[config.mk]
export PLATFORM = sky130hd
export DESIGN_NAME = mem_arbiter_flat
export DESIGN_NICKNAME = d
export VERILOG_FILES = /design/src/rtl/mem_arbiter_if.sv /design/src/rtl/mem_arbiter.sv /design/src/flat_wrapper.sv
export SDC_FILE = /design/constraint.sdc
export NUM_CORES = 1
export LEC_CHECK = 0
export CORE_MARGIN = 1.5
export CORE_UTILIZATION = 64
export CTS_BUF_LIST = sky130_fd_sc_hd__clkbuf_8 sky130_fd_sc_hd__clkbuf_16
export DETAILED_ROUTE_END_ITERATION = 10
export DONT_BUFFER_PORTS = 1
export GPL_ROUTABILITY_DRIVEN = 0
export PLACE_DENSITY = 0.8
export SYNTH_ARGS = -nofsm -noshare
export SYNTH_HDL_FRONTEND = slang
export SYNTH_SLANG_ARGS = --single-unit
[constraint.sdc]
create_clock -name clock -period 1.6 [get_ports clock]
set_input_delay 0.24 -clock clock [delete_from_list [all_inputs] [get_ports clock]]
set_output_delay 0.24 -clock clock [all_outputs]
set_load 0.01 [all_outputs]
[src/rtl/mem_arbiter_if.sv]
// Memory request/response bundle shared by fetch, data and the external port.
// master initiates requests; slave accepts them and returns the response.
interface mem_if;
  logic        mem_valid;
  logic        mem_fence;
  logic        mem_spec;
  logic        mem_instr;
  logic [31:0] mem_addr;
  logic [31:0] mem_wdata;
  logic [3:0]  mem_wstrb;
  logic [31:0] mem_rdata;
  logic        mem_ready;

  modport master (
    output mem_valid, mem_fence, mem_spec, mem_instr, mem_addr, mem_wdata, mem_wstrb,
    input  mem_rdata, mem_ready
  );

  modport slave (
    input  mem_valid, mem_fence, mem_spec, mem_instr, mem_addr, mem_wdata, mem_wstrb,
    output mem_rdata, mem_ready
  );
endinterface

[src/rtl/mem_arbiter.sv]
// Two-requester memory arbiter: data has fixed priority over instruction fetch,
// one transaction in flight, unissued pulses buffered with last-wins overwrite.
module mem_arbiter (
  input  logic     reset,
  input  logic     clock,
  mem_if.slave     imem,
  mem_if.slave     dmem,
  mem_if.master    mem
);

  typedef enum logic [1:0] {StIdle, StIBusy, StDBusy} state_e;

  typedef struct packed {
    logic        valid;
    logic        fence;
    logic        spec;
    logic        instr;
    logic [31:0] addr;
    logic [31:0] wdata;
    logic [3:0]  wstrb;
  } req_t;

  state_e state_q, state_d;
  req_t   i_pend_q, i_pend_d;
  req_t   d_pend_q, d_pend_d;
  req_t   hold_q, hold_d;
  req_t   i_live, d_live, i_cand, d_cand, out_req;
  logic   arb_en;

  always_comb begin
    i_live = '{valid: imem.mem_valid, fence: imem.mem_fence, spec: imem.mem_spec,
               instr: imem.mem_instr, addr: imem.mem_addr, wdata: imem.mem_wdata,
               wstrb: imem.mem_wstrb};
    d_live = '{valid: dmem.mem_valid, fence: dmem.mem_fence, spec: dmem.mem_spec,
               instr: dmem.mem_instr, addr: dmem.mem_addr, wdata: dmem.mem_wdata,
               wstrb: dmem.mem_wstrb};
    i_cand = imem.mem_valid ? i_live : i_pend_q;
    d_cand = dmem.mem_valid ? d_live : d_pend_q;
  end

  always_comb begin
    state_d  = state_q;
    i_pend_d = i_pend_q;
    d_pend_d = d_pend_q;
    hold_d   = hold_q;
    out_req  = hold_q;
    out_req.valid = 1'b0;

    // A new pulse always replaces whatever is pending (fetch redirects rely on this).
    if (imem.mem_valid) i_pend_d = i_live;
    if (dmem.mem_valid) d_pend_d = d_live;

    // Reset gates arbitration so a dropped transaction cannot leak a ready or an issue.
    arb_en = reset && ((state_q == StIdle) || mem.mem_ready);

    if (arb_en) begin
      if (d_cand.valid) begin
        out_req        = d_cand;
        d_pend_d.valid = 1'b0;
        state_d        = StDBusy;
      end else if (i_cand.valid) begin
        out_req        = i_cand;
        i_pend_d.valid = 1'b0;
        state_d        = StIBusy;
      end else begin
        out_req = '0;
        state_d = StIdle;
      end
      hold_d = out_req;
    end

    if (!reset) out_req = '0;
  end

  always_ff @(posedge clock) begin
    if (!reset) begin
      state_q  <= StIdle;
      i_pend_q <= '0;
      d_pend_q <= '0;
      hold_q   <= '0;
    end else begin
      state_q  <= state_d;
      i_pend_q <= i_pend_d;
      d_pend_q <= d_pend_d;
      hold_q   <= hold_d;
    end
  end

  assign mem.mem_valid = out_req.valid;
  assign mem.mem_fence = out_req.fence;
  assign mem.mem_spec  = out_req.spec;
  assign mem.mem_instr = out_req.instr;
  assign mem.mem_addr  = out_req.addr;
  assign mem.mem_wdata = out_req.wdata;
  assign mem.mem_wstrb = out_req.wstrb;

  assign imem.mem_rdata = mem.mem_rdata;
  assign dmem.mem_rdata = mem.mem_rdata;
  assign imem.mem_ready = reset && (state_q == StIBusy) && mem.mem_ready;
  assign dmem.mem_ready = reset && (state_q == StDBusy) && mem.mem_ready;

endmodule

[src/flat_wrapper.sv]
// flat-port wrapper written by rule: the top's interface ports become plain ports
module mem_arbiter_flat 
  (reset, clock, imem_mem_valid, imem_mem_fence, imem_mem_spec, imem_mem_instr, imem_mem_addr, imem_mem_wdata, imem_mem_wstrb, imem_mem_rdata, imem_mem_ready, dmem_mem_valid, dmem_mem_fence, dmem_mem_spec, dmem_mem_instr, dmem_mem_addr, dmem_mem_wdata, dmem_mem_wstrb, dmem_mem_rdata, dmem_mem_ready, mem_mem_valid, mem_mem_fence, mem_mem_spec, mem_mem_instr, mem_mem_addr, mem_mem_wdata, mem_mem_wstrb, mem_mem_rdata, mem_mem_ready);
  mem_if imem_i ();
  mem_if dmem_i ();
  mem_if mem_i ();
  input  logic reset;
  input  logic clock;
  input wire logic [$bits(imem_i.mem_valid)-1:0] imem_mem_valid;
  input wire logic [$bits(imem_i.mem_fence)-1:0] imem_mem_fence;
  input wire logic [$bits(imem_i.mem_spec)-1:0] imem_mem_spec;
  input wire logic [$bits(imem_i.mem_instr)-1:0] imem_mem_instr;
  input wire logic [$bits(imem_i.mem_addr)-1:0] imem_mem_addr;
  input wire logic [$bits(imem_i.mem_wdata)-1:0] imem_mem_wdata;
  input wire logic [$bits(imem_i.mem_wstrb)-1:0] imem_mem_wstrb;
  output wire logic [$bits(imem_i.mem_rdata)-1:0] imem_mem_rdata;
  output wire logic [$bits(imem_i.mem_ready)-1:0] imem_mem_ready;
  input wire logic [$bits(dmem_i.mem_valid)-1:0] dmem_mem_valid;
  input wire logic [$bits(dmem_i.mem_fence)-1:0] dmem_mem_fence;
  input wire logic [$bits(dmem_i.mem_spec)-1:0] dmem_mem_spec;
  input wire logic [$bits(dmem_i.mem_instr)-1:0] dmem_mem_instr;
  input wire logic [$bits(dmem_i.mem_addr)-1:0] dmem_mem_addr;
  input wire logic [$bits(dmem_i.mem_wdata)-1:0] dmem_mem_wdata;
  input wire logic [$bits(dmem_i.mem_wstrb)-1:0] dmem_mem_wstrb;
  output wire logic [$bits(dmem_i.mem_rdata)-1:0] dmem_mem_rdata;
  output wire logic [$bits(dmem_i.mem_ready)-1:0] dmem_mem_ready;
  output wire logic [$bits(mem_i.mem_valid)-1:0] mem_mem_valid;
  output wire logic [$bits(mem_i.mem_fence)-1:0] mem_mem_fence;
  output wire logic [$bits(mem_i.mem_spec)-1:0] mem_mem_spec;
  output wire logic [$bits(mem_i.mem_instr)-1:0] mem_mem_instr;
  output wire logic [$bits(mem_i.mem_addr)-1:0] mem_mem_addr;
  output wire logic [$bits(mem_i.mem_wdata)-1:0] mem_mem_wdata;
  output wire logic [$bits(mem_i.mem_wstrb)-1:0] mem_mem_wstrb;
  input wire logic [$bits(mem_i.mem_rdata)-1:0] mem_mem_rdata;
  input wire logic [$bits(mem_i.mem_ready)-1:0] mem_mem_ready;
  assign imem_i.mem_valid = imem_mem_valid;
  assign imem_i.mem_fence = imem_mem_fence;
  assign imem_i.mem_spec = imem_mem_spec;
  assign imem_i.mem_instr = imem_mem_instr;
  assign imem_i.mem_addr = imem_mem_addr;
  assign imem_i.mem_wdata = imem_mem_wdata;
  assign imem_i.mem_wstrb = imem_mem_wstrb;
  assign imem_mem_rdata = imem_i.mem_rdata;
  assign imem_mem_ready = imem_i.mem_ready;
  assign dmem_i.mem_valid = dmem_mem_valid;
  assign dmem_i.mem_fence = dmem_mem_fence;
  assign dmem_i.mem_spec = dmem_mem_spec;
  assign dmem_i.mem_instr = dmem_mem_instr;
  assign dmem_i.mem_addr = dmem_mem_addr;
  assign dmem_i.mem_wdata = dmem_mem_wdata;
  assign dmem_i.mem_wstrb = dmem_mem_wstrb;
  assign dmem_mem_rdata = dmem_i.mem_rdata;
  assign dmem_mem_ready = dmem_i.mem_ready;
  assign mem_mem_valid = mem_i.mem_valid;
  assign mem_mem_fence = mem_i.mem_fence;
  assign mem_mem_spec = mem_i.mem_spec;
  assign mem_mem_instr = mem_i.mem_instr;
  assign mem_mem_addr = mem_i.mem_addr;
  assign mem_mem_wdata = mem_i.mem_wdata;
  assign mem_mem_wstrb = mem_i.mem_wstrb;
  assign mem_i.mem_rdata = mem_mem_rdata;
  assign mem_i.mem_ready = mem_mem_ready;
  mem_arbiter u_core (.reset(reset), .clock(clock), .imem(imem_i), .dmem(dmem_i), .mem(mem_i));
endmodule
==> impl_metrics.tcl <==
set metrics [dict create \
    run_status "finished with violations" \
    failed_checks "hold timing, setup timing" \
    rsz0062_at_grt "true" \
    design_area_um2 13930 \
    clk_pin_slew_ps 60 \
    hpwl_um 15380 \
    clkSinkCount 217 \
    arrival_ps 1890 \
    avgSynthCellArea_um2 9.279 \
    fmaxAchievable_mhz 468.8 \
    cts_buffers 23 \
    grt_max_degree 290 \
    synth_common_cells "dfxtp_1, o211ai_1, nor2b_1, clkbuf_1, mux2i_1" \
    fill_cells 1077 \
    ys_async_sr_fraction 0 \
    hold_depth 2 \
    clock_latency_ps 510 \
    yosysWarnings 0 \
    reg2regPathDepth 6 \
    synth_cells 1200 \
    timing.final.ws_setup_ps -533.1 \
    yosysTopAreaCell "dfxtp_1" \
    whs_ps -10.18 \
    drc 0 \
    end_kind "primary output" \
    totalWireLength_um 31750 \
    reg2reg_from "u_core.state_q[1]" \
    drive_above_1_share 0.1186 \
    placed_area_um2 11120 \
    dp_cells 1308 \
    cap_violations 0 \
    track_usage 0.3071 \
    wl_per_cell_um 20.62 \
    overflow 0 \
    yosys.area.top_type_share 0.3902 \
    cp.required_ps 1360 \
    drt_pass1_iterations 6 \
    synth_edf_count 0 \
    min-delay-start "imem_mem_wdata[11]" \
    min_to "u_core.hold_q[15]" \
    io_pins 317 \
    portBuffers 0 \
    min_path_type "in2reg" \
    tns_ps -33740 \
    clockBufferDepth 3 \
    cp_max_fo 13 \
    synth_most_common_cell "dfxtp_1" \
    vias 9800 \
    peakVddDrop_mv 0.9928 \
    finish.utilization 0.8108 \
    ys_seq_area_frac 0.3902 \
    syn_area_um2 11130 \
    die_x_um 134.9 \
    synth_ff_type "dfxtp_1" \
    cellPowerDensity_nw_per_um2 940.7 \
    rrSetupSlack_ps 30 \
    synth.area.top_cells "dfxtp_1, o211ai_1, nor2b_1" \
    hold_viol 8 \
    cts_tree "done" \
    die-area_um2 18200 \
    nNetsFinal 1470 \
    ys_ff_latch 217 \
    max_slew_margin 0.7158 \
    grt_pass1_wl_um 45810 \
    period_needed_ps 2133 \
    setup_viol 72 \
    rows 48 \
    crit_type "reg2out" \
    critPathLaunchType "register" \
    initial_core_util 0.6482 \
    fin_cells 1540 \
    syn-num-nets 1379 \
    yosysUniqueCellTypes 28 \
    htree_levels 1 \
    skew_ps 16.71 \
    worstMarginPinSlew_ps 426.3 \
    leakagePower_uw 0.005798 \
    drt_iter0_drc 662 \
    r2r_end "u_core.hold_q[50]" \
    drv_slew 0 \
    die_h_um 134.9 \
    avgViaCountPerCell 6.364 \
    coreArea_um2 17180 \
    grt_pass1_vias 9361 \
    area_delta_synth_final_pct 25.08 \
    cts_root_buf "clkbuf_16" \
    antenna_found_initial 9 \
    post-route-period-util 1.333 \
    postRouteAntennaNets 0 \
]
[layout make-up]
class,count,area [µm²],share of cell area
multi-input combinational,799,5894,0.4232
sequential,217,4355,0.3127
timing repair buffer,249,2633,0.1890
clock buffer,32,699.4,0.05022
tap,225,281.5,0.02021
clock inverter,9,37.54,0.002695
antenna,8,20.02,0.001437
inverter,1,6.256,0.0004492
[state kept, by name, summed over array words and instances (netlist names)]
signal	count
u_core.d_pend_q	72
u_core.i_pend_q	72
u_core.hold_q	71
u_core.state_q	2
[how the worst max path moves through the flow]
| stage | start | cells past startpoint | end | slack [ps] |
|---|---|---|---|---|
| after floorplan | u_core.state_q[0] | 6 | mem_mem_addr[0] | 70 |
| after global placement | u_core.state_q[0] | 5 | mem_mem_addr[30] | 60 |
| after detailed placement | u_core.state_q[0] | 5 | mem_mem_addr[27] | -9 |
| after CTS | u_core.state_q[1] | 6 | mem_mem_wdata[3] | -470 |
| after global routing | u_core.d_pend_q[71] | 6 | mem_mem_wdata[11] | -590 |
| final | u_core.state_q[1] | 6 | mem_mem_wdata[19] | -530 |
[critical path, stage by stage, from the launching register on]
cell,delay (ps)
dfxtp_4,360
o21bai_4,190
nand3_4,140
buf_8,170
buf_12,150
o211ai_1,200
buf_4,160
[through the flow]
| step | total power [µW] | hold slack (ps) | worst slack [ps] |
|---|---|---|---|
| floorplan | 7358 | 409.1 | 71.16 |
| CTS | 12880 | -69.18 | -474.6 |
| detailed placement | 7421 | 379.2 | -9.254 |
| finish | 13100 | -10.18 | -533.1 |
| global route | 13490 | 0.9164 | -591.4 |
| global placement | 7368 | 376.8 | 57.29 |
[what timing repair did]
action,CTS,global route
setup endpoints to repair,74,77
cloned,4,8
buffers inserted,7,14
hold endpoints to repair,212,34
pin swaps,57,34
hold buffers,145,7
resized for setup,14,23
[where the power goes]
part / switching, µW / internal [µW]
sequential: 148 / 5750
combinational: 878 / 1100
clock: 2200 / 3020
total: 3230 / 9870
[layout by cell type, fill, tap and decap left out, types with 2 or more instances in the layout]
cell / n
o22ai_1: 2
dfxtp_4: 3
buf_4: 64
nand3_1: 71
diode_2: 8
a22oi_2: 7
a22oi_1: 64
clkbuf_8: 9
clkbuf_16: 29
inv_1: 6
dlygate4sd3_1: 151
clkinv_2: 3
buf_6: 8
and3b_1: 71
o21a_1: 70
nand2_1: 2
buf_12: 15
mux2i_1: 72
nor2_1: 2
buf_8: 3
buf_16: 2
and2_1: 70
o211ai_1: 210
dfxtp_1: 214
nor2b_1: 142
a21oi_1: 2
[per-layer routing]
metal,part of all wire,routed length [µm],GRT usage,vias up
li1,-,-,-,4546
met1,0.40,12660,0.3625,4723
met2,0.49,15460,0.5328,421
met3,0.078,2461,0.07883,108
met4,0.037,1166,0.1231,2
met5,0.00038,12,0,-
[logic make-up after synthesis]
logic type / count (synthesis) / synth area share
buf+inv: 184 / 0.08877
flops: 217 / 0.3902
compound gates: 362 / 0.2434
mux: 72 / 0.06473
simple gates: 365 / 0.2129
(Power assumes the default switching activity.)
